## src/rtl/rng_pool.sv

```systemverilog
// rng_pool
// Buffering stage that sits directly downstream of the rng block.
// - Enables the RNG and captures every word it presents with ready.
// - Whitens each captured word by XOR with the previous raw word.
// - Drops stuck (repeated) raw words.
// - Buffers results in a first-word-fall-through FIFO.
// A hysteresis fill controller throttles the source. A sticky health flag
// reports a source that keeps repeating itself.
//
// Parameters:
//   WORDSIZE    data width
//   DEPTH       FIFO entries (power of two, >= 4)
//   LOWATER     occupancy at or below which refilling starts
//   STUCK_LIMIT consecutive repeated raw words that latch stuck_err
//
// Ports:
//   clk        sole clock, rising edge
//   reset      synchronous, active-high reset
//   rng_en     enable to the upstream rng block
//   rng_data   upstream data word, valid while rng_ready is high
//   rng_ready  upstream ready
//   req        consumer pop request
//   dout       head-of-FIFO word (don't-care while dout_valid is low)
//   dout_valid FIFO non-empty
//   count      current occupancy
//   full       count == DEPTH
//   stuck_err  sticky source-health failure
module rng_pool #(
    parameter int WORDSIZE    = 32,
    parameter int DEPTH       = 8,
    parameter int LOWATER     = 2,
    parameter int STUCK_LIMIT = 4
) (
    input  logic                         clk,
    input  logic                         reset,
    output logic                         rng_en,
    input  logic [WORDSIZE-1:0]          rng_data,
    input  logic                         rng_ready,
    input  logic                         req,
    output logic [WORDSIZE-1:0]          dout,
    output logic                         dout_valid,
    output logic [$clog2(DEPTH+1)-1:0]   count,
    output logic                         full,
    output logic                         stuck_err
);

    localparam int PW = $clog2(DEPTH);
    localparam int CW = $clog2(DEPTH + 1);
    localparam int RW = $clog2(STUCK_LIMIT + 1);

    typedef enum logic {
        IDLE = 1'b0,
        FILL = 1'b1
    } state_t;

    state_t               state;
    logic [WORDSIZE-1:0]  mem [DEPTH];
    logic [PW-1:0]        wr_ptr;
    logic [PW-1:0]        rd_ptr;
    logic [WORDSIZE-1:0]  last_raw;
    logic                 have_last;
    logic [RW-1:0]        rep_cnt;

    logic                 accept;
    logic                 is_repeat;
    logic                 push;
    logic                 pop;
    logic [CW-1:0]        next_count;
    logic [RW-1:0]        rep_next;

    assign full       = (count == CW'(DEPTH));
    assign dout_valid = (count != '0);
    // Head word comes straight from storage, so a push is visible on dout
    // in the cycle after the accepting edge.
    assign dout       = mem[rd_ptr];
    assign rng_en     = (state == FILL) && !stuck_err;

    assign accept     = rng_en && rng_ready && !full;
    // The very first word after reset has nothing to repeat.
    assign is_repeat  = have_last && (rng_data == last_raw);
    assign push       = accept && !is_repeat;
    assign pop        = req && dout_valid;
    assign next_count = count + CW'(push) - CW'(pop);

    // Saturating repeat counter; it only matters up to STUCK_LIMIT.
    assign rep_next   = (rep_cnt == RW'(STUCK_LIMIT)) ? rep_cnt : rep_cnt + RW'(1);

    // Fill controller. Decisions use the post-edge occupancy so that the
    // edge that drains to LOWATER (or fills to DEPTH) switches the state
    // immediately and rng_en follows in the very next cycle.
    always_ff @(posedge clk) begin
        if (reset) begin
            state <= IDLE;
        end else begin
            case (state)
                IDLE: begin
                    if (next_count <= CW'(LOWATER)) begin
                        state <= FILL;
                    end
                end
                FILL: begin
                    if (next_count == CW'(DEPTH)) begin
                        state <= IDLE;
                    end
                end
                default: state <= IDLE;
            endcase
        end
    end

    // Pointers, occupancy and source-health tracking.
    always_ff @(posedge clk) begin
        if (reset) begin
            wr_ptr    <= '0;
            rd_ptr    <= '0;
            count     <= '0;
            last_raw  <= '0;
            have_last <= 1'b0;
            rep_cnt   <= '0;
            stuck_err <= 1'b0;
        end else begin
            count <= next_count;
            if (push) begin
                wr_ptr <= wr_ptr + PW'(1);
            end
            if (pop) begin
                rd_ptr <= rd_ptr + PW'(1);
            end
            if (accept) begin
                if (is_repeat) begin
                    // Dropped word: last_raw is deliberately left alone so
                    // that a run of identical words keeps counting.
                    rep_cnt <= rep_next;
                    if (rep_next == RW'(STUCK_LIMIT)) begin
                        stuck_err <= 1'b1;
                    end
                end else begin
                    last_raw  <= rng_data;
                    have_last <= 1'b1;
                    rep_cnt   <= '0;
                end
            end
        end
    end

    // Storage is not reset; dout_valid masks stale contents.
    always_ff @(posedge clk) begin
        if (push) begin
            mem[wr_ptr] <= rng_data ^ last_raw;
        end
    end

endmodule

```

## config.mk

```make
export PLATFORM = sky130hd
export DESIGN_NAME = rng_pool
export DESIGN_NICKNAME = d
export VERILOG_FILES = /design/src/rtl/rng_pool.sv
export SDC_FILE = /design/constraint.sdc
export NUM_CORES = 1
export LEC_CHECK = 0
export CORE_MARGIN = 1.5
export CORE_UTILIZATION = 41
export DETAILED_ROUTE_END_ITERATION = 8
export DONT_BUFFER_PORTS = 1
export GPL_ROUTABILITY_DRIVEN = 0
export PLACE_DENSITY = 0.66
export REMOVE_ABC_BUFFERS = 1
export SLEW_MARGIN = 20
export SYNTH_ARGS = -nofsm -noshare
export SYNTH_HDL_FRONTEND = slang
export SYNTH_SLANG_ARGS = --single-unit
```

## constraint.sdc

```tcl
create_clock -name clk -period 5.9 [get_ports clk]
set_clock_uncertainty 0.2 [all_clocks]
set_input_delay 1.18 -clock clk [delete_from_list [all_inputs] [get_ports clk]]
set_output_delay 1.18 -clock clk [all_outputs]
set_load 0.03 [all_outputs]
```

Word-level counts from Yosys, hierarchy flattened
Memories as Yosys holds them, arrays and structs flattened. A register that Yosys moved wholly into a read port is not among the register bits. Index checks and enable logic that the tools add are counted. W data, S select, Z words.

Bits in registers: 48. Bits in writable memories: 256. Bits of input ports: 36. Output and inout port bits: 40. Logic and storage cells: 44. Memories: 1.

Memories: mem (words 8, width 32, read ports 1, clocked after Yosys merged registers in 1, wr ports 1, RTL line 57) `logic [WORDSIZE-1:0] mem [DEPTH];`.

Add/sub/neg operators: 5. Order comparisons: 1. Equality and inequality tests: 5. Mux-type cells: 9. Bitwise logic cells: 3. Reductions and logical operators: 12.

Operator list (count): $eq A32 B32 Y1 (1); $xor A32 B32 Y32 (1); $mux W3 (4); $add A3 B1 Y3 const B (3); $eq A4 B4 Y1 const B (2); $eq A3 B3 Y1 const B (2); $logic_and A1 B1 Y1 (6); $add A4 B1 Y4 (1); $le A4 B2 Y1 const B (1); $mux W1 (4); $reduce_bool A4 Y1 (1); $sub A4 B1 Y4 (1); $logic_not A1 Y1 (3); $reduce_and A3 Y1 (1); $not A1 Y1 (2); $pmux W1 S2 (1); $reduce_and A2 Y1 (1).

Depth between registers and ports, before layout
Gate-level depths: netlist (run 1).

Depth in word-level cells: 10. Mapped depth: 15. Mapped depth without buffers: 14.

Least setup slack after synthesis (run 1)
No wires, ideal clock.

Path kind: input to register. From: input rng_data[6]. To: memory mem[1][0], enable pin. Library setup time: 502 ps. Data arrival time: 5121 ps. Data required time: 5198 ps. Setup slack: 78 ps. Stages on the path: 5. Buffers on the path: 0. Cell sequence: xor2_1 -> nor4_1 -> nand4_1 -> nor3_4 -> nor4_1.

Cells in the longest elaborated chain, start to end: 6.

RTL lines: start: declaration (RTL line 37) `input logic [WORDSIZE-1:0] rng_data,`; $eq A32 B32 Y1 (RTL line 80) `assign is_repeat = have_last && (rng_data == last_raw);`; $logic_and A1 B1 Y1 (RTL line 80); $logic_not A1 Y1 (RTL line 81) `assign push = accept && !is_repeat;`; $logic_and A1 B1 Y1 (RTL line 81); $mux W1 (RTL line 148) `if (push) begin`; $mux W1 (not written as such) (RTL line 149) `mem[wr_ptr] <= rng_data ^ last_raw;`; end: declaration (RTL line 57).

No other way between the ends.

Worst setup path in the final report (run 1)
From: register count[3]. To: register state.

Cells in the longest elaborated chain, start to end: 9. Elaborated cells on any way between the ends: 13. Those cells by class: 2 x add/sub; 1 x order compare; 2 x eq/ne; 3 x mux; 5 x reduce/logical.

RTL lines: start: declaration (RTL line 42) `output logic [$clog2(DEPTH+1)-1:0] count,`; start signal: assignment (RTL line 122) `count <= next_count;`; $eq A4 B4 Y1 (*) (RTL line 71) `assign full = (count == CW'(DEPTH));`; named net full (RTL line 43) `output logic full,`; $logic_not A1 Y1 (*) (RTL line 78) `assign accept = rng_en && rng_ready && !full;`; $logic_and A1 B1 Y1 (*) (RTL line 78); $logic_and A1 B1 Y1 (*) (RTL line 81); $add A4 B1 Y4 (*) (RTL line 83) `assign next_count = count + CW'(push) - CW'(pop);`; $sub A4 B1 Y4 (*) (RTL line 83); $le A4 B2 Y1 or $eq A4 B4 Y1 (tied branches) (RTL line 97, 102); $mux W1 (on tied branches) (RTL line 97, 102); $pmux W1 S2 (*) (RTL line 95) `case (state)`; end signal: assignment (RTL line 93) `state <= IDLE;`; end signal: assignment (RTL line 98) `state <= FILL;`; end signal: assignment (RTL line 103) `state <= IDLE;`; end: declaration (RTL line 56) `state_t state;`.

Mark *: on every way through the listed nets, which the timed path passes. The rest lies on a longest branch. A chain may end at the register's enable or synchronous reset.

==> results.py, run 1 <==
metrics = {
    "sta": {
        "worst_slew_pin_slew_ns": 1.09,
        "period_share_pct": 71.7,
        "finalHoldViolations": 0,
        "finalMaxSlewViolations": 0,
        "holdWs_ns": 0.272,
        "finalSetupViolCount": 0,
        "rsz0062_at_grt": "false",
        "min_period_ns": 4.23,
        "slew_headroom_pct": 27.4,
        "max_freq_mhz": 236,
    },
    "global_route": {
        "grt_pass1_vias": 7641,
        "antenna_found_initial": 0,
        "grt.overflow.total": 0,
        "grt_pass1_wl_um": 46500,
        "track_usage_pct": 18.8,
        "grt_max_degree": 51,
    },
    "detailed_routing": {
        "vias": 7327,
        "antenna_left": 0,
        "routedWlPerCell_um": 24.7,
        "wirelength_um": 30500,
        "via_per_inst": 5.95,
        "drc": 0,
        "first_iter_violations": 705,
        "first_pass_iters": 5,
    },
    "logic_synthesis": {
        "synthCells": 804,
        "synth_cell_types": 43,
        "synth_largest_area_cell": "edfxtp_1",
        "synth_ff_type": "edfxtp_1",
        "syn_area_per_cell_um2": 16.2,
        "async_flop_share_pct": 0,
        "synthTopCellsByArea": "edfxtp_1 (59%), mux4_2 (11%), dfxtp_1 (7.8%), mux2_2 (2.8%), xor2_1 (2.3%)",
        "ys_ff_latch": 307,
        "yosys_warnings": 0,
        "synthesis.area_um2": 13000,
        "synth_edf_count": 256,
        "netlist.area_leader.share_pct": 59.1,
        "yosysSeqAreaShare_pct": 66.9,
    },
    "die": {
        "initial_utilization_pct": 41.4,
        "die_area_um2": 32800,
        "core_area_um2": 31400,
        "dieHeight_um": 181,
        "die_x_um": 181,
        "ios": 76,
        "row_count": 65,
    },
    "cells_and_area": {
        "final_common_cell": "edfxtp_1",
        "most-common-layout-cells": "edfxtp_1 (256), mux4_2 (64), dfxtp_1 (48), nand3_1 (39)",
        "areaGrowthSynthToFinish_pct": 12.1,
        "drive_gt1_share_pct": 22.0,
        "n_antenna_cell": 0,
        "stdcell_area_um2": 14600,
        "final_nets": 853,
    },
    "critical_path": {
        "critical_path_class": "register to register",
        "required_ns": 6.14,
        "critPathLaunchType": "register",
        "critPathArrivalTime_ns": 4.47,
        "end_kind": "register",
        "max_stage_delay_ns": 0.87,
        "crit_chain": "ha_1, nor3b_1, and3b_1, buf_4, nand2_1, ha_1, inv_1, ha_1, inv_1, fa_1, xor2_1, nand3b_1, a21oi_1, nor3_1",
        "cpMostUsedCell": "ha_1",
        "crit_path_top_delay_cell": "nor3b_1",
        "path_buf_inv": 3,
        "path_max_fanout": 32,
        "path_delay_family": "simple AND/OR/NAND/NOR gates",
    },
    "power_and_ir_drop": {
        "p_leak_nw": 4.88,
        "vdd_ir_drop_max_mv": 0.282,
        "p_per_area_nw_per_um2": 408,
    },
    "cts": {
        "ctsResizeCount": 0,
        "postCtsSetupBuffers": 0,
        "cts_root_buf": "clkbuf_16",
        "cts_max_level": 1,
        "clkLatencyLatePin_ns": 0.55,
        "cts_tree": "done",
        "cts_hold_buffers": 0,
        "clk_path_buf_depth": 3,
        "cts_sinks": 307,
        "cts_made_buffers": 30,
        "path_clk_slew_ns": 0.06,
    },
    "placed_design": {
        "place_hpwl_um": 17700,
        "post_dp_cell_area_um2": 13500,
        "port_buffers": 0,
    },
    "hold_path": {
        "hold_class": "register to register",
    },
    "status": {
        "status": "finished, final reports clean",
    },
    "job": {
        "max_cap_violations": 0,
    },
}
worst min-delay path: cells and delay by family, from the launching register on:
kind | cells | cell delay, ns
AND/OR/NAND/NOR | 1 | 0.05
flip-flops | 1 | 0.31
AO/OA/AOI/OAI | 1 | 0.07
path summary, 6_finish.rpt:
kind | startpoint | to | slack, ns | cells after the start
worst min-delay path | rd_ptr[1] | register | 0.27 | 2
worst max register to register | count[3] | state | 1.67 | 14
worst min register to register | rd_ptr[1] | register | 0.27 | 2
worst max-delay path | count[3] | state | 1.67 | 14
cell families after synthesis:
family	synth area share, %
AOI/OAI and AO/OA	4.28
adders and majority gates	1.12
xor gates and xnor gates	2.42
buffers and inverters	2.31
muxes	13.9
and+or+nand+nor	9.07
DFF	66.9
Yosys cell counts (32+ instances only):
| cell type | count |
|---|---|
| edfxtp_1 | 256 |
| a22oi_1 | 34 |
| and3_1 | 35 |
| nor2b_1 | 36 |
| nand3_1 | 39 |
| xor2_1 | 34 |
| nand4_1 | 36 |
| o21ai_0 | 36 |
| dfxtp_1 | 51 |
| clkbuf_1 | 44 |
| mux4_2 | 64 |
| mux2_2 | 32 |
through the flow:
stage	worst slack [ns]	std cells	util (%)	TNS [ns]	total power [mW]
final	1.67	1232	46.4	0	5.94
after global routing	1.41	1232	46.4	0	6.18
after CTS	1.63	1231	46.3	0	6.00
after detailed placement	1.11	1175	43.0	0	3.99
after global placement	1.15	1175	43.0	0	3.97
after floorplan	-0.312	748	-	-59.83	3.71
routing by layer:
metal,vias to the layer above,GRT usage (%),part of all wire [%]
met5,-,0,0
met4,0,4.33,2.0
met3,45,3.85,8.1
met2,305,31.5,49
met1,3756,25.1,41
li1,3221,-,-
where the power goes:
group / leakage, nW / switching [mW] / total [mW] / internal (mW)
sequential: 2.72 / 0.152 / 2.69 / 2.53
combinational: 1.64 / 0.722 / 1.23 / 0.511
clock: 0.517 / 0.794 / 2.02 / 1.23
sequential cells by signal (all words and copies together) (netlist names), named ones only:
signal / cells
wr_ptr: 3
stuck_err: 1
count: 4
rd_ptr: 3
state: 1
rep_cnt: 3
mem: 256
have_last: 1
last_raw: 32
layout make-up:
cell class | instances | area, um^2
repair buffers | 26 | 215
flip-flops and latches | 307 | 8710
clock inverters | 13 | 188
clock buffers | 43 | 861
fillers | 2692 | 16800
multi-input cells | 427 | 4040
well taps | 402 | 503
inverters | 14 | 52.6
Note: power is estimated with default switching activity, not from simulation.
==> inputs of run 2 (changes only) <==
Settings changed: PLACE_DENSITY 0.66 to 0.64.
Clock period 5.9 ns to 4.02 ns, I/O delays scaled along.
==> run 2 against run 1 <==
Clock-buffer cell count shrank 7. Total power is 49% higher. Design area is 1.5% higher. Core utilization grew 0.70 points. Critical path depth increased by 1. Sequential share of layout area shrank 0.88 points. Global-route usage shrank 0.26 points. Sequential power up 44%. Clock power grew 48%.
==> results.py, run 2 (synthesis gave the netlist of run 1 again) <==
metrics = {
    "status": {
        "status": "finished, final reports clean",
    },
    "critical_path": {
        "required_ns": 4.26,
        "end_kind": "register",
        "r2r_start": "last_raw[0]",
        "regToRegSetupSlack_ns": 0.50,
        "crit_path_top_delay_cell": "xor2_1",
        "critical_path_class": "register to register",
        "max_stage_delay_ns": 0.57,
        "path_max_fanout": 9,
        "rr_worst_depth": 15,
        "critPathLaunchType": "register",
        "rr_endpoint": "state",
        "crit_chain": "xor2_1, nor4_1, buf_4, and4_1, nand3_1, nand2_1, ha_1, inv_1, ha_1, inv_1, fa_1, xor2_1, nand3b_1, a21oi_1, nor3_1",
        "critPathArrivalTime_ns": 3.76,
    },
    "cts": {
        "path_clk_slew_ns": 0.06,
        "cts_made_buffers": 31,
        "cts_hold_buffers": 0,
        "clk_path_buf_depth": 3,
        "clkLatencyLatePin_ns": 0.56,
        "postCtsSetupBuffers": 0,
        "cts_max_level": 1,
        "cts_tree": "done",
        "cts_root_buf": "clkbuf_16",
        "cts_sinks": 307,
        "ctsResizeCount": 0,
    },
    "hold_path": {
        "worstHoldPathCells": 1,
        "hold_start": "reset",
        "hold_class": "primary input to register",
        "hold_end": "count[2]",
    },
    "placed_design": {
        "port_buffers": 0,
        "place_hpwl_um": 17500,
        "dpl_worst_slack_ns": 0.0640,
    },
    "sta": {
        "finalMaxSlewViolations": 0,
        "slew_headroom_pct": 53.4,
        "layout_setup_ws_ns": 0.498,
        "min_period_ns": 3.52,
        "finalSetupViolCount": 0,
        "period_share_pct": 87.6,
        "finalHoldViolations": 0,
        "max_freq_mhz": 284,
        "rsz0062_at_grt": "false",
        "worst_slew_pin_slew_ns": 0.696,
    },
    "power_and_ir_drop": {
        "sw_frac_of_total_pct": 28.1,
        "vdd_ir_drop_max_mv": 0.536,
        "p_clk_share_pct": 33.8,
        "pwr-share-comb_pct": 22.4,
        "p_leak_nw": 5.01,
        "p_int_mw": 6.36,
        "p_sw_mw": 2.48,
        "p_seq_share_pct": 43.8,
        "p_per_area_nw_per_um2": 597,
    },
    "cells_and_area": {
        "seq_area_um2": 8710,
        "reg_top3": "mem x256, last_raw x32, count x4",
        "final_nets": 879,
        "most-common-layout-cells": "edfxtp_1 (256), mux4_2 (64), dfxtp_1 (48), buf_4 (48), nand3_1 (39)",
        "final_core_util_pct": 47.1,
        "areaGrowthSynthToFinish_pct": 13.7,
        "n_antenna_cell": 0,
        "largest_register": "mem",
        "final_common_cell": "edfxtp_1",
        "largest_reg_flops": 256,
        "drive_gt1_share_pct": 24.4,
        "multi_input_area_um2": 4050,
        "fillCellCount": 2676,
    },
    "detailed_routing": {
        "vias": 7381,
        "wirelength_um": 30100,
        "via_per_inst": 5.86,
        "first_iter_violations": 679,
        "antenna_left": 0,
        "routedWlPerCell_um": 23.9,
        "first_pass_iters": 6,
        "drc": 0,
    },
    "global_route": {
        "grt_pass1_wl_um": 46000,
        "grt_max_degree": 65,
        "antenna_found_initial": 0,
        "track_usage_pct": 18.5,
        "grt_pass1_vias": 7500,
        "grt.overflow.total": 0,
    },
    "die": {
        "core_area_um2": 31400,
        "die_area_um2": 32800,
        "row_count": 65,
        "die_x_um": 181,
        "ios": 76,
        "initial_utilization_pct": 41.4,
        "dieHeight_um": 181,
    },
    "job": {
        "max_cap_violations": 0,
    },
}
-- run 2: cell count changes in the layout (fill, tap and decap cells not counted), sizes merged --
| cell | previous run | this run |
|---|---|---|
| buf | 26 | 51 |
| clkbuf | 43 | 36 |
| clkinv | 8 | 14 |
| bufinv | 5 | 6 |
| clkinvlp | 0 | 1 |
| inv | 14 | 15 |
-- run 2: how the worst max path moves through the flow --
stage | end | cells past startpoint | startpoint
after floorplan | mem[1][0] | 5 | count[2]
after global placement | state | 15 | rng_data[0]
after detailed placement | state | 15 | rng_data[0]
after CTS | state | 14 | count[2]
after global routing | state | 15 | last_raw[0]
final | state | 15 | last_raw[0]
-- run 2: cell type report --
type	count	area share (%)
clock inverters	22	1.77
well taps	402	3.40
flip-flops and latches	307	58.9
inverters	14	0.355
clock buffers	36	5.37
multi-input cells	427	27.4
repair buffers	51	2.84
-- run 2: metrics by stage --
step	cell area (um^2)	hold slack (ns)	std cells	TNS, ns	total power, mW
4_1_cts	14800	0.101	1259	0	8.93
3_5_place_dp	13700	0.266	1201	0	5.95
3_3_place_gp	13700	0.255	1201	0	5.93
5_1_grt	14800	0.0993	1259	0	9.18
6_report	14800	0.118	1259	0	8.83
2_1_floorplan	12800	0.247	748	-456.38	5.45
-- run 2: layer usage --
layer	vias up	track usage (%)	share of wire (%)
met1	3836	26.0	44
met4	0	3.97	1.7
met3	40	3.45	6.6
met5	-	0	0
met2	233	30.1	48
li1	3272	-	-
-- run 2: critical path: cells and delay by family, from the launching register on --
kind            cells  cell delay (ns)
compound gates      1             0.15
xor+xnor            2             0.83
fa+ha+maj           3             0.82
buf+inv             3             0.30
flops               1             0.34
simple gates        6             0.75
-- run 2: power groups by stage --
stage	logic (mW)	registers, mW	clock network [mW]
2_1_floorplan	1.41	4.03	0
3_3_place_gp	2.00	3.93	0
3_5_place_dp	2.01	3.94	0
4_1_cts	2.02	3.87	3.03
5_1_grt	2.14	3.89	3.14
6_report	1.98	3.87	2.98
